`config.mk`:
```
export PLATFORM = sky130hd
export DESIGN_NAME = rd_return_bridge
export DESIGN_NICKNAME = d
export VERILOG_FILES = /design/src/rtl/rd_return_bridge_pkg.sv /design/src/rtl/rd_addr_decode.sv /design/src/rtl/rd_return_bridge.sv
export SDC_FILE = /design/constraint.sdc
export NUM_CORES = 1
export LEC_CHECK = 0
export ABC_AREA = 1
export BUFFER_PORTS_ARGS = -buffer_cell sky130_fd_sc_hd__buf_2
export CAP_MARGIN = 20
export CORE_MARGIN = 2
export CORE_UTILIZATION = 35
export CTS_CLUSTER_DIAMETER = 100
export DETAILED_ROUTE_END_ITERATION = 6
export PLACE_DENSITY_LB_ADDON = 0.25
export SYNTH_ARGS = -nofsm -noshare
export SYNTH_HDL_FRONTEND = slang
export SYNTH_SLANG_ARGS = --single-unit
```
`constraint.sdc`:
```
create_clock -name clk -period 3.9 [get_ports clk]
set_input_delay 0.78 -clock clk [delete_from_list [all_inputs] [get_ports clk]]
set_output_delay 0.78 -clock clk [all_outputs]
set_load 0.02 [all_outputs]
```
`src/rtl/rd_return_bridge_pkg.sv`:
```
// Shared types and constants for the M-stage read-return bridge.
package rd_return_bridge_pkg;

  localparam logic [10:0] MFC0_OP = 11'b01000000000;

  typedef enum logic {
    IDLE = 1'b0,
    WAIT = 1'b1
  } state_e;

  typedef enum logic [1:0] {
    SRC_DM  = 2'd0,
    SRC_CP0 = 2'd1,
    SRC_DEV = 2'd2
  } src_e;

  localparam logic [27:0] DEV0_BASE     = 28'h00007f0;
  localparam logic [27:0] DEV1_BASE     = 28'h00007f1;
  localparam logic [55:0] DEV_BASE_DFLT = {DEV1_BASE, DEV0_BASE};

  // Width of a device index; at least one bit so single-device builds stay legal.
  function automatic int idx_w(input int n);
    return (n > 1) ? $clog2(n) : 1;
  endfunction

endpackage

```
`src/rtl/rd_addr_decode.sv`:
```
// Read-source decode: mfc0 beats any device window hit, lowest device index wins, else DM.
module rd_addr_decode
  import rd_return_bridge_pkg::*;
#(
  parameter int                    NDEV     = 2,
  parameter logic [28*NDEV-1:0]    DEV_BASE = DEV_BASE_DFLT,
  localparam int                   IW       = idx_w(NDEV)
) (
  input  logic [31:0]   instr_i,
  input  logic [31:0]   addr_i,
  output src_e          src_o,
  output logic [IW-1:0] idx_o
);

  logic [NDEV-1:0] hit;
  logic            mfc0;
  logic            unused_bits;

  for (genvar g = 0; g < NDEV; g++) begin : g_hit
    assign hit[g] = (addr_i[31:4] == DEV_BASE[28*g +: 28]);
  end

  assign mfc0        = (instr_i[31:21] == MFC0_OP) && (instr_i[10:0] == 11'd0);
  assign unused_bits = ^{instr_i[20:11], addr_i[3:0]};

  always_comb begin
    src_o = SRC_DM;
    idx_o = '0;
    // Scan downward so the lowest matching index is the one left standing.
    for (int i = NDEV - 1; i >= 0; i--) begin
      if (hit[i]) begin
        src_o = SRC_DEV;
        idx_o = IW'(i);
      end
    end
    if (mfc0) begin
      src_o = SRC_CP0;
      idx_o = '0;
    end
  end

endmodule

```
`src/rtl/rd_return_bridge.sv`:
```
// M-stage read-return selector and M->W data register; peripheral reads use a
// strobe/ack handshake with a pipeline stall and a bounded-wait bus error.
module rd_return_bridge
  import rd_return_bridge_pkg::*;
#(
  parameter int                 NDEV     = 2,
  parameter logic [28*NDEV-1:0] DEV_BASE = DEV_BASE_DFLT,
  parameter int                 TIMEOUT  = 15
) (
  input  logic                 clk,
  input  logic                 reset,
  input  logic                 req_valid,
  input  logic [31:0]          instr,
  input  logic [31:0]          addr,
  input  logic [31:0]          dm_rdata,
  input  logic [31:0]          cp0_rdata,
  input  logic [32*NDEV-1:0]   dev_rdata,
  input  logic [NDEV-1:0]      dev_ack,
  output logic [NDEV-1:0]      dev_rd,
  output logic                 stall,
  output logic [31:0]          rdata_w,
  output logic                 rdata_valid,
  output logic                 bus_err
);

  localparam int          IW       = idx_w(NDEV);
  localparam logic [7:0]  CNT_LAST = 8'(TIMEOUT - 1);

  state_e          state_q, state_d;
  logic [7:0]      cnt_q, cnt_d;
  logic [IW-1:0]   sel_q, sel_d;
  logic [31:0]     rdata_q, rdata_d;
  logic            valid_q, valid_d;
  logic            err_q, err_d;
  logic [NDEV-1:0] rd_c;
  logic            stall_c;

  src_e            src;
  logic [IW-1:0]   idx;

  rd_addr_decode #(
    .NDEV     (NDEV),
    .DEV_BASE (DEV_BASE)
  ) u_dec (
    .instr_i (instr),
    .addr_i  (addr),
    .src_o   (src),
    .idx_o   (idx)
  );

  always_ff @(posedge clk or negedge reset) begin
    if (!reset) begin
      state_q <= IDLE;
      cnt_q   <= '0;
      sel_q   <= '0;
      rdata_q <= '0;
      valid_q <= 1'b0;
      err_q   <= 1'b0;
    end else begin
      state_q <= state_d;
      cnt_q   <= cnt_d;
      sel_q   <= sel_d;
      rdata_q <= rdata_d;
      valid_q <= valid_d;
      err_q   <= err_d;
    end
  end

  always_comb begin
    state_d = state_q;
    cnt_d   = cnt_q;
    sel_d   = sel_q;
    rdata_d = rdata_q;
    valid_d = 1'b0;
    err_d   = 1'b0;
    rd_c    = '0;
    stall_c = 1'b0;
    unique case (state_q)
      IDLE: begin
        if (req_valid) begin
          unique case (src)
            SRC_CP0: begin
              rdata_d = cp0_rdata;
              valid_d = 1'b1;
            end
            SRC_DEV: begin
              rd_c[idx] = 1'b1;
              if (dev_ack[idx]) begin
                rdata_d = dev_rdata[32*idx +: 32];
                valid_d = 1'b1;
              end else begin
                stall_c = 1'b1;
                sel_d   = idx;
                cnt_d   = '0;
                state_d = WAIT;
              end
            end
            default: begin
              rdata_d = dm_rdata;
              valid_d = 1'b1;
            end
          endcase
        end
      end
      WAIT: begin
        if (dev_ack[sel_q]) begin
          rdata_d = dev_rdata[32*sel_q +: 32];
          valid_d = 1'b1;
          state_d = IDLE;
        end else if (cnt_q == CNT_LAST) begin
          // Abandoned access returns zero so W never sees stale data.
          rdata_d = '0;
          valid_d = 1'b1;
          err_d   = 1'b1;
          state_d = IDLE;
        end else begin
          stall_c = 1'b1;
          cnt_d   = cnt_q + 8'd1;
        end
      end
      default: state_d = IDLE;
    endcase
  end

  // Combinational handshake outputs are forced quiet while reset is held.
  assign dev_rd      = reset ? rd_c : '0;
  assign stall       = reset & stall_c;
  assign rdata_w     = rdata_q;
  assign rdata_valid = valid_q;
  assign bus_err     = err_q;

endmodule

```
==> impl_metrics.env <==
export IMPL_report_final_hold_viol_count=0
export IMPL_route_antenna_remaining_nets=0
export IMPL_cells_on_worst_reg2reg_path=7
export IMPL_grt_overflow_total=0
export IMPL_synth_largest_type_area_fraction_pct=29.98
export IMPL_status="finished, final reports clean"
export IMPL_grt_met2_usage_pct=41.65
export IMPL_grt_use_total_pct=23.65
export IMPL_path_class="in2out"
export IMPL_period_minus_slack_ns=3.415
export IMPL_ctsHtreeMaxLevel=2
export IMPL_fp_row_count=41
export IMPL_antenna_found_initial=2
export IMPL_netlist_area_um2=4557
export IMPL_worst_r2r_endpoint="rdata_w[29]"
export IMPL_synth_top_cell_by_area="sky130_fd_sc_hd__nand2_1"
export IMPL_cts_reportedPaths_clkPinSlew_ns=0.06
export IMPL_syn_avg_cell_area_um2=5.418
export IMPL_grt_util_met1_pct=29.85
export IMPL_pin_slew_with_the_least_headroom_to_its_limit_ns=0.8594
export IMPL_timing_hold_worst_class="in2async"
export IMPL_die_w_um=118.1
export IMPL_startpoint_type="primary input"
export IMPL_num_io_pins=234
export IMPL_layout_drive_gt1_share_pct=25.34
export IMPL_cts_tree="built"
export IMPL_crit_arrival_ns=2.63
export IMPL_wl_mm=16.09
export IMPL_static_leakage_power_uw=0.003632
export IMPL_post_cts_setup_buffers=0
export IMPL_number_of_register_bits_inferred_by_synthesis=44
export IMPL_design_final_nets=1233
export IMPL_grt_first_pass_wirelength_mm=27.37
export IMPL_die_area_um2=13950
export IMPL_cts_root_buf="sky130_fd_sc_hd__clkbuf_16"
export IMPL_detail_route_vias_per_cell=4.758
export IMPL_drv_cap=0
export IMPL_grt_max_degree=42
export IMPL_flow_area_growth_from_synthesis_pct=29.30
export IMPL_initialDrtViolationCount=302
export IMPL_portBuffers=219
export IMPL_post_route_drc_count=0
export IMPL_critPathMaxFanout=33
export IMPL_place_detailed_hpwl_mm=11.75
export IMPL_syn_nets=1040
export IMPL_globalplace_congestion=0.9213
export IMPL_synth_distinct_cells=30
export IMPL_cts_hold_buffers=0
export IMPL_max_freq_mhz=292.9
export IMPL_wire_per_inst_um=13.33
export IMPL_synthCells=841
export IMPL_power_density_nw_per_um2=209.8
export IMPL_unrepaired_setup_endpoints_after_global_routing="no"
export IMPL_max_slew_margin_pct=42.57
export IMPL_worst_setup_path_end_kind="output port"
export IMPL_vdd_drop_max_uv=154.4
export IMPL_rr_startpoint="sel_q"
export IMPL_crit_required_ns=3.12
export IMPL_pre_cts_slack_ns=0.4409
export IMPL_worst_r2r_setup_slack_ns=1.74
export IMPL_filler_cell_count=1453
export IMPL_setup_violating_endpoint_count_in_the_final_report=0
export IMPL_final_max_slew_violation_count=0
export IMPL_synthTopCellsByArea="sky130_fd_sc_hd__nand2_1, sky130_fd_sc_hd__dfrtp_1, sky130_fd_sc_hd__nand3_1"
export IMPL_initial_utilization_pct=35.96
export IMPL_via_count=5743
export IMPL_die_y_um=118.1
export IMPL_finalClockSkew_ns=0.004085
export IMPL_ctsLongestPathBuffers=2
export IMPL_cts_num_sinks=44
export IMPL_yosysWarnings=0
export IMPL_clock_insertion_delay_worst_skew_ns=0.28
export IMPL_finalWorstSetupSlack_ns=0.4855
export IMPL_gr_usage_met3_pct=4.215
export IMPL_gr_max_usage_layer="met2"
export IMPL_fraction_of_the_yosys_area_taken_by_sequential_cells_pct=24.16
export IMPL_first_global_vias=5828
export IMPL_number_of_instances_resized_during_post_cts_repair=0
export IMPL_post_route_period_util_pct=87.55
export IMPL_core_area_um2=12670
export IMPL_1st_pass_router_iterations=5
export IMPL_cts_bufs_inserted=5
export IMPL_fin_setup_tns_ns=0
## synthesized netlist by cell type (all sizes together)
master	instances
nand2	372
inv	123
nand3	107
nor2	55
dfrtp	44
o21ai	39
nand4	35
buf	29
clkbuf	18
xor2	4
nand3b	3
ha	2
nor3	2
nor4	2
a21boi	1
a21o	1
and2	1
clkinv	1
o211ai	1
or2	1
## cells in the final DEF (no fill, tap or decap), types with 2 or more instances in the layout
| master | instances |
|---|---|
| sky130_fd_sc_hd__nor2_4 | 2 |
| sky130_fd_sc_hd__clkinv_2 | 2 |
| sky130_fd_sc_hd__o21ai_0 | 38 |
| sky130_fd_sc_hd__clkbuf_16 | 5 |
| sky130_fd_sc_hd__nand2_1 | 364 |
| sky130_fd_sc_hd__nor2_2 | 4 |
| sky130_fd_sc_hd__nor2_1 | 49 |
| sky130_fd_sc_hd__nand3_2 | 2 |
| sky130_fd_sc_hd__nand2_4 | 3 |
| sky130_fd_sc_hd__nand2_2 | 5 |
| sky130_fd_sc_hd__buf_4 | 14 |
| sky130_fd_sc_hd__nand3_1 | 105 |
| sky130_fd_sc_hd__nand3b_1 | 3 |
| sky130_fd_sc_hd__dfrtp_1 | 43 |
| sky130_fd_sc_hd__nand4_1 | 35 |
| sky130_fd_sc_hd__inv_1 | 120 |
| sky130_fd_sc_hd__buf_2 | 219 |
| sky130_fd_sc_hd__xor2_1 | 4 |
| sky130_fd_sc_hd__inv_2 | 3 |
| sky130_fd_sc_hd__nor4_1 | 2 |
| sky130_fd_sc_hd__nor3_1 | 2 |
| sky130_fd_sc_hd__ha_1 | 2 |
## sequential cells by signal (all words and copies together), names as in the netlist
| name | cells |
|---|---|
| bus_err | 1 |
| cnt_q | 8 |
| rdata_valid | 1 |
| rdata_w | 32 |
| sel_q | 1 |
| state_q | 1 |
## metal layers
| metal | vias up | share of wire [%] |
|---|---|---|
| li1 | 2977 | - |
| met1 | 2553 | 45 |
| met2 | 195 | 47 |
| met3 | 18 | 6.4 |
| met4 | 0 | 1.6 |
| met5 | - | 0 |
## cells by family after synthesis
| group | share of synthesized area, % |
|---|---|
| and+or+nand+nor | 54.37 |
| xor gates and xnor gates | 0.7687 |
| buffers and inverters | 15.29 |
| AOI/OAI and AO/OA | 4.860 |
| DFF | 24.16 |
| adders and majority gates | 0.5491 |
## worst max-delay path, stage by stage
cell                       delay (ns)
sky130_fd_sc_hd__buf_2           0.10
sky130_fd_sc_hd__nor2_1          0.10
sky130_fd_sc_hd__nand2_1         0.06
sky130_fd_sc_hd__nor2_1          0.10
sky130_fd_sc_hd__nand2_1         0.15
sky130_fd_sc_hd__clkinv_2        0.08
sky130_fd_sc_hd__buf_4           0.37
sky130_fd_sc_hd__nand2_2         0.33
sky130_fd_sc_hd__nor4_1          0.35
sky130_fd_sc_hd__buf_2           0.22
## worst max-delay path by stage
stage                   from  depth (start not counted)     endpoint
detailed placement  addr[25]                         15  rdata_w[30]
CTS                 addr[25]                         10    dev_rd[0]
finish              addr[25]                         10    dev_rd[0]
floorplan            addr[7]                          8    dev_rd[0]
global route        addr[25]                         10    dev_rd[0]
global placement    addr[25]                         15   rdata_w[4]
## metrics by stage
step,instance area [µm²],power (µW),util [%],hold slack (ns),std cells
4_1_cts,5889,1248,46.48,0.3792,1206
2_1_floorplan,4557,671.7,-,0.4844,841
5_1_grt,5889,1322,46.48,0.3790,1206
3_5_place_dp,5752,837.8,45.39,0.4907,1199
6_report,5892,1236,46.50,0.3777,1207
3_3_place_gp,5752,834.1,45.39,0.4848,1199
## layout make-up
type / count / area [µm²] / area share [%]
inverter: 124 / 466.7 / 7.921
tap: 172 / 215.2 / 3.653
clock buffer: 5 / 125.1 / 2.124
clock inverter: 2 / 12.51 / 0.2124
antenna: 1 / 2.502 / 0.04247
multi-input combinational: 626 / 2766 / 46.95
timing repair buffer: 233 / 1201 / 20.39
sequential: 44 / 1102 / 18.71
## power by group
part	switching (µW)	total (µW)	internal, µW
logic	185	324	139
clock network	175	408	233
registers	17.8	504	486
total	378	1240	858
(Power assumes the default switching activity.)
